### src/rtl/mem_wb_stage.sv
// mem_wb_stage: memory access and register writeback, stalling upstream while a req/ack transaction is open
module mem_wb_stage #(
  parameter int DWIDTH      = 32,
  parameter int AWIDTH      = 5,
  parameter int PC_WIDTH    = 32,
  parameter int FUNCT_WIDTH = 3
) (
  input  logic                   mw_clk,
  input  logic                   mw_rst,
  input  logic                   mw_i_ce,
  input  logic                   mw_i_flush,
  input  logic                   mw_i_load,
  input  logic                   mw_i_store,
  input  logic [FUNCT_WIDTH-1:0] mw_i_funct3,
  input  logic [DWIDTH-1:0]      mw_i_alu_value,
  input  logic [DWIDTH-1:0]      mw_i_data_rs2,
  input  logic [AWIDTH-1:0]      mw_i_addr_rd,
  input  logic                   mw_i_we_reg,
  input  logic [PC_WIDTH-1:0]    mw_i_pc,
  output logic                   mw_o_stall,
  output logic                   mw_o_req,
  output logic                   mw_o_we,
  output logic [DWIDTH-1:0]      mw_o_addr,
  output logic [DWIDTH-1:0]      mw_o_wdata,
  output logic [3:0]             mw_o_wstrb,
  input  logic                   mw_i_ack,
  input  logic [DWIDTH-1:0]      mw_i_rdata,
  output logic                   mw_o_valid,
  output logic                   mw_o_we_reg,
  output logic [AWIDTH-1:0]      mw_o_addr_rd,
  output logic [DWIDTH-1:0]      mw_o_data_rd,
  output logic [PC_WIDTH-1:0]    mw_o_pc,
  output logic                   mw_o_err
);
  typedef enum logic {IDLE, WAIT} state_t;
  state_t state_q, state_d;
  logic req_q, req_d, we_q, we_d, valid_q, valid_d, we_reg_q, we_reg_d;
  logic err_q, err_d, flush_q, flush_d, wr_q, wr_d;
  logic [DWIDTH-1:0] addr_q, addr_d, wdata_q, wdata_d, data_rd_q, data_rd_d;
  logic [3:0] wstrb_q, wstrb_d;
  logic [AWIDTH-1:0] addr_rd_q, addr_rd_d, rd_q, rd_d;
  logic [PC_WIDTH-1:0] pc_q, pc_d, pcl_q, pcl_d;
  logic [FUNCT_WIDTH-1:0] f3_q, f3_d;
  logic [1:0] off_q, off_d, off;
  logic acc, mem, illegal, misal, wr, flushed;
  logic [DWIDTH-1:0] sh, ld_data;
  assign off     = mw_i_alu_value[1:0];
  assign acc     = mw_i_ce & ~mw_i_flush;
  assign mem     = mw_i_load | mw_i_store;
  assign illegal = mw_i_store ? (mw_i_funct3 > 3'd2) : (mw_i_funct3 == 3'b011 || mw_i_funct3[2:1] == 2'b11);
  assign misal   = (mw_i_funct3[1:0] == 2'b01 && off[0]) || (mw_i_funct3[1:0] == 2'b10 && off != 2'b00);
  assign wr      = mw_i_we_reg & (mw_i_addr_rd != '0);
  assign flushed = flush_q | mw_i_flush;
  assign sh      = mw_i_rdata >> {off_q, 3'b000};
  // funct3[2] selects the unsigned load variants
  assign ld_data = f3_q[1] ? mw_i_rdata :
                   f3_q[0] ? {{16{~f3_q[2] & sh[15]}}, sh[15:0]} :
                             {{24{~f3_q[2] & sh[7]}}, sh[7:0]};
  always_comb begin
    state_d   = state_q;
    req_d     = req_q;
    we_d      = we_q;
    addr_d    = addr_q;
    wdata_d   = wdata_q;
    wstrb_d   = wstrb_q;
    data_rd_d = data_rd_q;
    addr_rd_d = addr_rd_q;
    pc_d      = pc_q;
    rd_d      = rd_q;
    pcl_d     = pcl_q;
    f3_d      = f3_q;
    off_d     = off_q;
    wr_d      = wr_q;
    flush_d   = flush_q;
    valid_d   = 1'b0;
    we_reg_d  = 1'b0;
    err_d     = 1'b0;
    if (state_q == IDLE) begin
      if (acc && !mem) begin
        valid_d   = 1'b1;
        we_reg_d  = wr;
        data_rd_d = mw_i_alu_value;
        addr_rd_d = mw_i_addr_rd;
        pc_d      = mw_i_pc;
      end else if (acc && (illegal || misal)) begin
        valid_d   = 1'b1;
        err_d     = 1'b1;
        addr_rd_d = mw_i_addr_rd;
        pc_d      = mw_i_pc;
      end else if (acc) begin
        state_d = WAIT;
        req_d   = 1'b1;
        we_d    = mw_i_store;
        addr_d  = {mw_i_alu_value[DWIDTH-1:2], 2'b00};
        wdata_d = mw_i_funct3[1] ? mw_i_data_rs2 :
                  mw_i_funct3[0] ? {2{mw_i_data_rs2[15:0]}} : {4{mw_i_data_rs2[7:0]}};
        wstrb_d = mw_i_funct3[1] ? 4'b1111 :
                  mw_i_funct3[0] ? (off[1] ? 4'b1100 : 4'b0011) : 4'b0001 << off;
        f3_d    = mw_i_funct3;
        off_d   = off;
        rd_d    = mw_i_addr_rd;
        pcl_d   = mw_i_pc;
        wr_d    = wr;
      end
    end else begin
      flush_d = flushed;
      if (mw_i_ack) begin
        state_d = IDLE;
        req_d   = 1'b0;
        flush_d = 1'b0;
        if (!flushed) begin
          valid_d   = 1'b1;
          we_reg_d  = wr_q & ~we_q;
          data_rd_d = we_q ? '0 : ld_data;
          addr_rd_d = rd_q;
          pc_d      = pcl_q;
        end
      end
    end
  end
  always_ff @(posedge mw_clk or negedge mw_rst) begin
    if (!mw_rst) begin
      state_q   <= IDLE;
      req_q     <= 1'b0;
      we_q      <= 1'b0;
      addr_q    <= '0;
      wdata_q   <= '0;
      wstrb_q   <= '0;
      data_rd_q <= '0;
      addr_rd_q <= '0;
      pc_q      <= '0;
      rd_q      <= '0;
      pcl_q     <= '0;
      f3_q      <= '0;
      off_q     <= '0;
      wr_q      <= 1'b0;
      flush_q   <= 1'b0;
      valid_q   <= 1'b0;
      we_reg_q  <= 1'b0;
      err_q     <= 1'b0;
    end else begin
      state_q   <= state_d;
      req_q     <= req_d;
      we_q      <= we_d;
      addr_q    <= addr_d;
      wdata_q   <= wdata_d;
      wstrb_q   <= wstrb_d;
      data_rd_q <= data_rd_d;
      addr_rd_q <= addr_rd_d;
      pc_q      <= pc_d;
      rd_q      <= rd_d;
      pcl_q     <= pcl_d;
      f3_q      <= f3_d;
      off_q     <= off_d;
      wr_q      <= wr_d;
      flush_q   <= flush_d;
      valid_q   <= valid_d;
      we_reg_q  <= we_reg_d;
      err_q     <= err_d;
    end
  end
  assign mw_o_stall   = (state_q == WAIT);
  assign mw_o_req     = req_q;
  assign mw_o_we      = we_q;
  assign mw_o_addr    = addr_q;
  assign mw_o_wdata   = wdata_q;
  assign mw_o_wstrb   = wstrb_q;
  assign mw_o_valid   = valid_q;
  assign mw_o_we_reg  = we_reg_q;
  assign mw_o_addr_rd = addr_rd_q;
  assign mw_o_data_rd = data_rd_q;
  assign mw_o_pc      = pc_q;
  assign mw_o_err     = err_q;
endmodule

### config.mk
export PLATFORM = sky130hd
export DESIGN_NAME = mem_wb_stage
export DESIGN_NICKNAME = d
export VERILOG_FILES = /design/src/rtl/mem_wb_stage.sv
export SDC_FILE = /design/constraint.sdc
export NUM_CORES = 1
export LEC_CHECK = 0
export ABC_CLOCK_PERIOD_IN_PS = 1700
export CAP_MARGIN = 25
export CELL_PAD_IN_SITES_DETAIL_PLACEMENT = 1
export CELL_PAD_IN_SITES_GLOBAL_PLACEMENT = 2
export CORE_MARGIN = 3
export CORE_UTILIZATION = 26
export DETAILED_ROUTE_END_ITERATION = 12
export GPL_TIMING_DRIVEN = 0
export MAX_ROUTING_LAYER = met4
export PLACE_DENSITY = 0.83
export SKIP_CTS_REPAIR_TIMING = 1
export SYNTH_ARGS = -nofsm -noshare
export SYNTH_HDL_FRONTEND = slang
export SYNTH_SLANG_ARGS = --single-unit
export TNS_END_PERCENT = 20
### constraint.sdc
create_clock -name mw_clk -period 1.7 [get_ports mw_clk]
set_input_delay 0.51 -clock mw_clk [delete_from_list [all_inputs] [get_ports mw_clk]]
set_output_delay 0.51 -clock mw_clk [all_outputs]
set_load 0.01 [all_outputs]
==> key figures, run 1 <==
Final layout
  • Area grow syn2layout: 67.4%
  • Core Util, Final: 44.3%
  • Final #Nets: between 1,000 and 1,500
  • # fillers: 3,428
  • Layout Cells excl Fill: approximately 1,600
  • Share of layout cells above drive strength 1: 32.2%

Critical path
  • CP startpoint kind: input pin
  • Worst path arrival time: 2190 ps
  • CP Capture Type: flop
  • Worst EP required: around 2000 ps
  • Crit Reg-Reg Endpoint: mw_o_pc[3]$_DFFE_PN0P_
  • Crit path cell chain: buf_12 -> or2_4 -> o31ai_4 -> o21ai_2 -> a21oi_4 -> buf_8 -> clkbuf_16 -> mux2_4
  • WS Path Type: input pin to flop
  • Slowest CP cell: o31ai_4
  • CP Buf/Inv Count: 3
  • Worst r2r src: mw_o_stall$_DFF_PN0_
  • Reg2Reg Setup Slack: -110 ps
  • Worst R2R Path Depth: 6
  • Critical Path Max Stage Delay: 310 ps
  • CP max FO: 7
  • CP top delay family: compound AO/OA/AOI/OAI gates

Place
  • Placer congestion estimate: 0.823
  • Worst slack, placed: -1230 ps
  • Dpl cells: 1,476
  • Detailed placer's ending HPWL: 23,400 µm
  • IO buf count: 282

Drt
  • DRC: 0
  • Via/cell ratio: around 4.8
  • Pre-antenna DRT Iters: 4
  • Total Wirelength: 33,500 µm
  • Drt first-iter violations: 306
  • Vias: 7,386
  • WL/cell: 21.6 µm
  • Post-route ant nets: 0

Die
  • Core ar.: 32,600 µm²
  • Row Count: 66
  • Horiz. Die Dim: 188 µm
  • Starting density of the core: 26.5%
  • # IOs: 287
  • DIE AREA: 35,400 µm²
  • Height of the chip: 188 µm

Timing
  • Hold Fails Final Rpt: 0
  • Slew Viols, Final: 0
  • # setup viols final: 140
  • Layout Skew: 6.59 ps
  • RSZ-0062 raised after global routing: yes
  • Final Critical Period: around 1900 ps
  • Relative slew slack: around half
  • Final worst slack: -162 ps
  • Max Fclk: 537 MHz
  • Fin crit share: 110%
  • Final setup TNS: -10,350 ps
  • Worst-margin pin slew: between 700 and 800 ps

Yosys
  • FFs w/ async S/R, synth: 100%
  • Sequential element share of the synthesized area: 53.6%
  • Synthesized flop and latch total: 185
  • Top cells by count, synth: dfrtp_1 (185), mux2_2 (112), a21oi_1 (61), nand2_1 (56), nor2_1 (42)
  • Synthesized cell area: 8640 µm²
  • Top-count cell post-synth: dfrtp_1
  • Synthesis Warnings: 0
  • Syn Inst Count: 750
  • Synth unique cells: 46
  • Top FF cell, synth: dfrtp_1
  • Mean Syn Cell Area: 11.5 µm²
  • Top cell type's share of synthesized area: 53.6%
  • Top post-synthesis cells by area: dfrtp_1 (54%), mux2_2 (15%), mux2_1 (4.8%)
  • Post-synth top area cell: dfrtp_1
  • EDFF count, synth: 0

Worst hold path
  • Hold crit path type: input pin to asynchronous set/reset pin

Clock tree
  • CTS Buffer Depth: 2
  • TritonCTS clock tree: yes
  • Clock transition at path regs: 70 ps
  • CTS H-tree lvls: 4
  • CTS buffer count: 17
  • Clock root cell: clkbuf_16
  • Clk_lat worst skew: 440 ps
  • Clock Sinks: between 150 and 200

Pwr
  • Pwr dens: 1180 nW/µm²
  • Leakage power: 7.58 nW
  • Total Power: roughly 17 mW
  • VDD IR-drop max: 0.734 mV

Flow run
  • MaxCap Viol Count: 0

Global routing
  • First-pass GRT wire length: 47,500 µm
  • Global Route Usage Sum: ~18%
  • Largest net degree at the start of global routing: 110
  • Initial antenna violation count: 6
  • Vias in the first global route: 7,745
  • GR Overflow Total: 0

Run status
  • Status: finished, violations left
  • Violated checks: setup timing
[cells by family after synthesis]
group           Yosys count  share of synthesized area (%)
mux                     163                           21.2
flops                   185                           53.6
simple gates            159                           9.08
other cells               1                         0.0434
compound gates          171                           12.1
xor+xnor                  1                          0.101
buf+inv                  70                           3.85
[routing by layer]
layer	up-vias	GRT usage, %	wire length [µm]
li1	3361	-	-
met5	-	-	0
met1	3773	22.3	14000
met3	36	5.75	2400
met2	216	28.7	16400
met4	0	5.08	733
[stage by stage]
stage	hold WS, ps	area (µm²)
2_1_floorplan	214	8660
5_1_grt	69.5	14500
4_1_cts	64.8	12700
6_report	26.0	14500
3_3_place_gp	460	12000
3_5_place_dp	473	12100
[where the power goes]
group          switching, mW  total [mW]  internal [mW]
clock                   1.85        4.39           2.54
sequential             0.765        6.45           5.69
combinational           2.74        6.22           3.48
total                   5.36        17.1           11.7
[layout by cell type, fill, tap and decap left out, types with 3 or more instances in the layout]
cell,Yosys,final
a211oi_1,6,6
a21oi_1,61,58
buf_12,0,12
buf_2,8,4
buf_4,7,25
buf_6,3,15
buf_8,1,8
bufinv_16,0,4
clkbuf_1,34,6
clkbuf_16,0,26
clkbuf_2,0,9
clkbuf_4,0,8
clkdlybuf4s50_1,0,129
clkinv_2,0,3
dfrtp_1,185,183
diode_2,0,6
dlymetal6s2s_1,0,151
inv_1,14,13
mux2_2,112,111
mux2_4,0,36
mux2i_1,13,13
nand2_1,56,32
nand2_2,0,12
nand2_4,0,12
nand2b_1,9,8
nor2_1,42,39
nor2b_1,25,25
nor3b_1,17,6
nor3b_2,1,11
o21a_1,7,7
o21ai_0,40,8
o21ai_1,5,22
o21ai_2,0,15
o21bai_1,6,6
o221ai_1,14,12
o22ai_1,8,8
o31ai_2,0,6
o31ai_4,1,8
[worst max path at each step]
stage	from	end	slack (ps)	depth (start not counted)
finish	mw_i_funct3[0]	mw_o_pc[3]$_DFFE_PN0P_	-160	8
global route	mw_i_funct3[0]	mw_o_pc[26]$_DFFE_PN0P_	-200	8
CTS	mw_i_alu_value[0]	mw_o_pc[8]$_DFFE_PN0P_	-780	8
detailed placement	mw_i_alu_value[0]	mw_o_pc[17]$_DFFE_PN0P_	-1230	8
global placement	mw_rst	pcl_q[9]$_DFFE_PN0P_	-8290	1
floorplan	mw_i_funct3[0]	mw_o_pc[13]$_DFFE_PN0P_	-360	8
[area by class of cell]
type                            instances  area (µm²)  share of cell area (%)
Inverter                               14        52.6                   0.363
Tap cell                              442         553                    3.82
Multi-Input combinational cell        496        4290                    29.7
Buffer                                 55         582                    4.02
Timing Repair Buffer                  321        3710                    25.7
Antenna cell                            6        15.0                   0.104
Clock buffer                           20         457                    3.16
Sequential cell                       185        4630                    32.0
Clock inverter                         11         168                    1.16
(Power assumes the default switching activity.)
==> inputs of run 2 (changes only) <==
--- a/config.mk
+++ b/config.mk
@@ -9,6 +9,7 @@
 export CAP_MARGIN = 25
 export CELL_PAD_IN_SITES_DETAIL_PLACEMENT = 1
 export CELL_PAD_IN_SITES_GLOBAL_PLACEMENT = 2
+export CORE_ASPECT_RATIO = 1.2
 export CORE_MARGIN = 3
 export CORE_UTILIZATION = 26
 export DETAILED_ROUTE_END_ITERATION = 12
==> key figures, run 2 (synthesis gave the netlist of run 1 again) <==
Run status
  • Status: finished, violations left (unchanged)
  • Violated checks: setup timing (unchanged)

Clock tree
  • CTS buffer count: 17 (unchanged)
  • Clock transition at path regs: 80 ps (was 70 ps)
  • TritonCTS clock tree: yes (unchanged)
  • Clock Sinks: 185 (unchanged)
  • Clock root cell: clkbuf_16 (unchanged)
  • CTS H-tree lvls: 4 (unchanged)
  • CTS Buffer Depth: 2 (unchanged)
  • Clk_lat worst skew: 450 ps (was 440 ps)

Drt
  • Pre-antenna DRT Iters: 4 (unchanged)
  • DRC: 0 (unchanged)
  • WL/cell: 21.6 µm (about the same)
  • Post-route ant nets: 0 (unchanged)
  • Drt first-iter violations: 340 (was 306)
  • Total Wirelength: 33,300 µm (was 33,500 µm)
  • Via/cell ratio: 4.68 (was 4.77)
  • Vias: 7,226 (was 7,386)

Global routing
  • Largest net degree at the start of global routing: 107 (was 110)
  • Initial antenna violation count: 4 (was 6)
  • Vias in the first global route: 7,678 (was 7,745)
  • GR Overflow Total: 0 (unchanged)
  • Global Route Usage Sum: 18.3% (was 18.1%)
  • First-pass GRT wire length: 47,300 µm (was 47,500 µm)

Critical path
  • Reg2Reg Setup Slack: -160 ps (was -110 ps)
  • Worst path arrival time: 2300 ps (was 2190 ps)
  • CP startpoint: mw_i_ce (was mw_i_funct3[0])
  • Worst R2R Path Depth: 7 (was 6)
  • CP max FO: 6 (was 7)
  • Setup crit end: mw_o_wdata[31]$_DFFE_PN0P_ (was mw_o_pc[3]$_DFFE_PN0P_)
  • CP startpoint kind: input pin (unchanged)
  • Worst EP required: 2060 ps (was 2030 ps)
  • CP Capture Type: flop (unchanged)
  • Worst r2r src: mw_o_stall$_DFF_PN0_ (unchanged)
  • WS Path Type: input pin to flop (unchanged)
  • Crit Reg-Reg Endpoint: mw_o_wdata[31]$_DFFE_PN0P_ (was mw_o_pc[3]$_DFFE_PN0P_)

Pwr
  • Clock power share: 25.0% (was 25.7%)
  • Pwr dens: 1160 nW/µm² (was 1180 nW/µm²)
  • Seq pwr share: 38.7% (was 37.8%)
  • Combinational power share: 36.3% (was 36.5%)
  • Switch share: 32.8% (was 31.4%)
  • VDD IR-drop max: 0.496 mV (was 0.734 mV)
  • Net switching power figure: 5.48 mW (was 5.36 mW)
  • Leakage power: 7.49 nW (was 7.58 nW)
  • Pint: 11.2 mW (was 11.7 mW)

Die
  • Core ar.: 32,500 µm² (was 32,600 µm²)
  • # IOs: 287 (unchanged)
  • Height of the chip: 206 µm (was 188 µm)
  • Starting density of the core: 26.6% (was 26.5%)
  • Horiz. Die Dim: 172 µm (was 188 µm)
  • DIE AREA: 35,500 µm² (was 35,400 µm²)
  • Row Count: 72 (was 66)

Timing
  • Slew Viols, Final: 0 (unchanged)
  • Layout Skew: 9.59 ps (was 6.59 ps)
  • Final worst slack: -242 ps (was -162 ps)
  • Final Critical Period: 1940 ps (was 1860 ps)
  • Hold Fails Final Rpt: 0 (unchanged)
  • Relative slew slack: 43.9% (was 49.8%)
  • # setup viols final: 165 (was 140)
  • Worst-margin pin slew: 842 ps (was 748 ps)
  • Max Fclk: 515 MHz (was 537 MHz)
  • RSZ-0062 raised after global routing: yes (unchanged)
  • Final setup TNS: -22,730 ps (was -10,350 ps)
  • Fin crit share: 114% (was 110%)

Final layout
  • Core Util, Final: 44.1% (was 44.3%)
  • Final #Nets: 1,227 (was 1,234)
  • Most common cell after layout, fill and taps aside: dfrtp_1 (unchanged)
  • Share of layout cells above drive strength 1: 31.9% (was 32.2%)
  • Layout Cells excl Fill: 1,544 (was 1,550)
  • Highest-count cells in the layout ignoring fill and taps: dfrtp_1 (183), dlymetal6s2s_1 (149), clkdlybuf4s50_1 (130) (was dfrtp_1 (183), dlymetal6s2s_1 (151), clkdlybuf4s50_1 (129))
  • Area grow syn2layout: 66.0% (was 67.4%)

Flow run
  • MaxCap Viol Count: 0 (unchanged)

Worst hold path
  • Hold crit path type: input pin to asynchronous set/reset pin (unchanged)

Place
  • Placer congestion estimate: 0.814 (was 0.823)
  • Detailed placer's ending HPWL: 23,700 µm (was 23,400 µm)
  • Worst slack, placed: -1220 ps (was -1230 ps)
  • Dpl cells: 1,478 (was 1,476)
  • IO buf count: 282 (unchanged)
==> run 2: power by group through the flow <==
stage,registers [mW],logic [mW],clock network (mW)
global placement,6.41,5.61,0
floorplan,6.82,1.99,0
detailed placement,6.47,5.72,0
CTS,6.39,5.75,4.32
finish,6.45,6.06,4.17
global route,6.62,6.54,4.48
==> run 2: cell type report <==
type	count	area (µm²)
inverters	14	52.6
plain buffers	55	577
fillers	3407	18200
well taps	444	556
repair buffers	314	3670
multi-input cells	496	4240
diodes	4	10.0
clock inverters	15	169
clock buffers	17	425
flip-flops and latches	185	4630
==> run 2: worst min-delay path by stage <==
stage                                            end  slack, ps  depth (start not counted)
after floorplan                  f3_q[0]$_DFFE_PN0P_        210                          0
after global placement    mw_o_wdata[29]$_DFFE_PN0P_        460                          2
after detailed placement        mw_o_req$_DFFE_PN0P_        470                          2
after CTS                  mw_o_addr[16]$_DFFE_PN0P_        160                          1
after global routing       mw_o_addr[16]$_DFFE_PN0P_        200                          1
final                      mw_o_addr[16]$_DFFE_PN0P_        130                          1
==> run 2: metal layers <==
metal	GRT usage, %	wire [µm]
met3	4.65	1920
met1	21.0	13400
met5	-	0
met2	31.2	17400
met4	5.62	618
==> run 2: stage by stage <==
step / hold WS [ps] / area (µm²) / power, mW
floorplan: 214 / 8660 / 8.82
global placement: 461 / 12000 / 12.0
detailed placement: 467 / 12100 / 12.2
CTS: 155 / 12700 / 16.5
global route: 201 / 14300 / 17.6
finish: 134 / 14300 / 16.7
==> run 2: critical path: stages <==
cell	delay, ps
clkdlybuf4s50_1	470
nor3b_4	220
buf_4	180
nand3b_4	170
buf_12	200
buf_4	140
clkbuf_16	150
o31ai_1	240
==> inputs of run 3 (changes only) <==
--- a/config.mk
+++ b/config.mk
@@ -10,7 +10,6 @@
 export CELL_PAD_IN_SITES_DETAIL_PLACEMENT = 1
 export CELL_PAD_IN_SITES_GLOBAL_PLACEMENT = 2
 export CORE_ASPECT_RATIO = 1.2
-export CORE_MARGIN = 3
 export CORE_UTILIZATION = 26
 export DETAILED_ROUTE_END_ITERATION = 12
 export GPL_TIMING_DRIVEN = 0
==> key figures, run 3 (synthesis gave the netlist of run 1 again) <==
Run status
  • Status: finished, violations left (unchanged)
  • Violated checks: setup timing (unchanged)

Final layout
  • Highest-count cells in the layout ignoring fill and taps: dfrtp_1 (183), dlymetal6s2s_1 (151), clkdlybuf4s50_1 (128) (was dfrtp_1 (183), dlymetal6s2s_1 (149), clkdlybuf4s50_1 (130))
  • # fillers: 3,384 (was 3,407)
  • Final #Nets: 1,232 (was 1,227)
  • Most common cell after layout, fill and taps aside: dfrtp_1 (unchanged)
  • Core Util, Final: 44.4% (was 44.1%)
  • Share of layout cells above drive strength 1: 31.5% (was 31.9%)
  • Area grow syn2layout: 66.8% (was 66.0%)

Timing
  • # setup viols final: 131 (was 165)
  • Relative slew slack: 50.2% (was 43.9%)
  • Final setup TNS: -16,730 ps (was -22,730 ps)
  • Hold Fails Final Rpt: 0 (unchanged)
  • Max Fclk: 509 MHz (was 515 MHz)
  • Final Critical Period: 1960 ps (was 1940 ps)
  • Final worst slack: -263 ps (was -242 ps)
  • Worst-margin pin slew: 748 ps (was 842 ps)
  • Slew Viols, Final: 0 (unchanged)
  • Fin crit share: 115% (was 114%)
  • Layout Skew: 13.4 ps (was 9.59 ps)
  • RSZ-0062 raised after global routing: yes (unchanged)

Drt
  • Vias: 7,262 (was 7,226)
  • Drt first-iter violations: 226 (was 340)
  • Total Wirelength: 32,700 µm (was 33,300 µm)
  • Via/cell ratio: 4.81 (was 4.68)
  • Post-route ant nets: 0 (unchanged)
  • DRC: 0 (unchanged)
  • Pre-antenna DRT Iters: 6 (was 4)
  • WL/cell: 21.6 µm (about the same)

Clock tree
  • Clock Sinks: 185 (unchanged)
  • CTS buffer count: 17 (unchanged)
  • Clk_lat worst skew: 440 ps (was 450 ps)
  • Clock root cell: clkbuf_16 (unchanged)
  • Clock transition at path regs: 80 ps (about the same)
  • TritonCTS clock tree: yes (unchanged)
  • CTS H-tree lvls: 4 (unchanged)
  • CTS Buffer Depth: 2 (unchanged)

Critical path
  • Reg2Reg Setup Slack: -150 ps (was -160 ps)
  • CP Capture Type: flop (unchanged)
  • Crit Reg-Reg Endpoint: mw_o_pc[4]$_DFFE_PN0P_ (was mw_o_wdata[31]$_DFFE_PN0P_)
  • Worst EP required: 2020 ps (was 2060 ps)
  • CP startpoint kind: input pin (unchanged)
  • CP max FO: 7 (was 6)
  • Worst r2r src: mw_o_stall$_DFF_PN0_ (unchanged)
  • WS Path Type: input pin to flop (unchanged)
  • Worst R2R Path Depth: 7 (unchanged)
  • Worst path arrival time: 2280 ps (was 2300 ps)

Worst hold path
  • Hold crit path type: input pin to asynchronous set/reset pin (unchanged)

Die
  • Row Count: 72 (unchanged)
  • Height of the chip: 202 µm (was 206 µm)
  • Core ar.: 32,400 µm² (was 32,500 µm²)
  • Horiz. Die Dim: 168 µm (was 172 µm)
  • # IOs: 287 (unchanged)
  • DIE AREA: 34,000 µm² (was 35,500 µm²)
  • Starting density of the core: 26.6% (about the same)

Pwr
  • VDD IR-drop max: 0.462 mV (was 0.496 mV)
  • Pwr dens: 1160 nW/µm² (about the same)
  • Leakage power: 7.59 nW (was 7.49 nW)

Global routing
  • Largest net degree at the start of global routing: 95 (was 107)
  • GR Overflow Total: 0 (unchanged)
  • Vias in the first global route: 7,692 (was 7,678)
  • First-pass GRT wire length: 47,200 µm (was 47,300 µm)
  • Initial antenna violation count: 4 (unchanged)
  • Global Route Usage Sum: 19.0% (was 18.3%)

Place
  • Worst slack, placed: -1210 ps (was -1220 ps)
  • Placer congestion estimate: 0.796 (was 0.814)
  • Detailed placer's ending HPWL: 23,000 µm (was 23,700 µm)
  • IO buf count: 282 (unchanged)

Flow run
  • MaxCap Viol Count: 0 (unchanged)
-- run 3: cell types whose count changed in the layout (fill, tap and decap cells not counted), moves of 6 or more --
| cell | delta |
|---|---|
| nand2_1 | +18 |
| nand2_2 | -11 |
| buf_12 | +7 |
| inv_6 | -6 |
| nand2_4 | -6 |
| o31ai_4 | +6 |
-- run 3: routing by layer --
layer	vias up	GRT usage, %	wire length (µm)
li1	3354	-	-
met3	34	4.86	1590
met5	-	-	0
met1	3684	21.5	13500
met4	0	4.84	587
met2	190	33.0	17000
-- run 3: worst max path at each step --
stage	start	endpoint	depth (start not counted)
after floorplan	mw_i_funct3[0]	mw_o_pc[13]$_DFFE_PN0P_	8
after global placement	mw_rst	mw_o_wdata[4]$_DFFE_PN0P_	1
after detailed placement	mw_i_alu_value[0]	mw_o_addr[10]$_DFFE_PN0P_	8
after CTS	mw_i_alu_value[0]	mw_o_addr[10]$_DFFE_PN0P_	8
after global routing	mw_i_funct3[0]	mw_o_pc[12]$_DFFE_PN0P_	8
final	mw_i_funct3[0]	mw_o_pc[4]$_DFFE_PN0P_	8
-- run 3: final cells by class --
cell class | count | area [µm²] | area share, %
buffer | 55 | 613 | 4.25
tap | 407 | 509 | 3.53
multi-input combinational | 496 | 4270 | 29.6
clock buffer | 18 | 439 | 3.05
inverter | 14 | 52.6 | 0.365
antenna | 4 | 10.0 | 0.0695
clock inverter | 13 | 169 | 1.17
sequential | 185 | 4630 | 32.1
timing repair buffer | 319 | 3720 | 25.8
-- run 3: where the power goes --
part | switching, mW | total [mW] | internal, mW
clock network | 1.91 | 4.28 | 2.37
registers | 0.739 | 6.43 | 5.69
logic | 2.65 | 6.06 | 3.41
-- run 3: through the flow --
stage	total power, mW	hold WS, ps	cell area, µm²	std cells
after floorplan	8.82	214	8660	751
after global placement	12.0	462	12000	1440
after detailed placement	12.1	466	12000	1441
after CTS	16.5	124	12600	1472
after global routing	17.6	161	14400	1511
final	16.8	107	14400	1511
-- run 3: worst max-delay path, cell delays in order --
cell	delay, ps
buf_12	100
or2_4	250
o31ai_4	360
o21ai_2	120
a21oi_2	250
buf_6	210
clkbuf_16	170
mux2_4	300
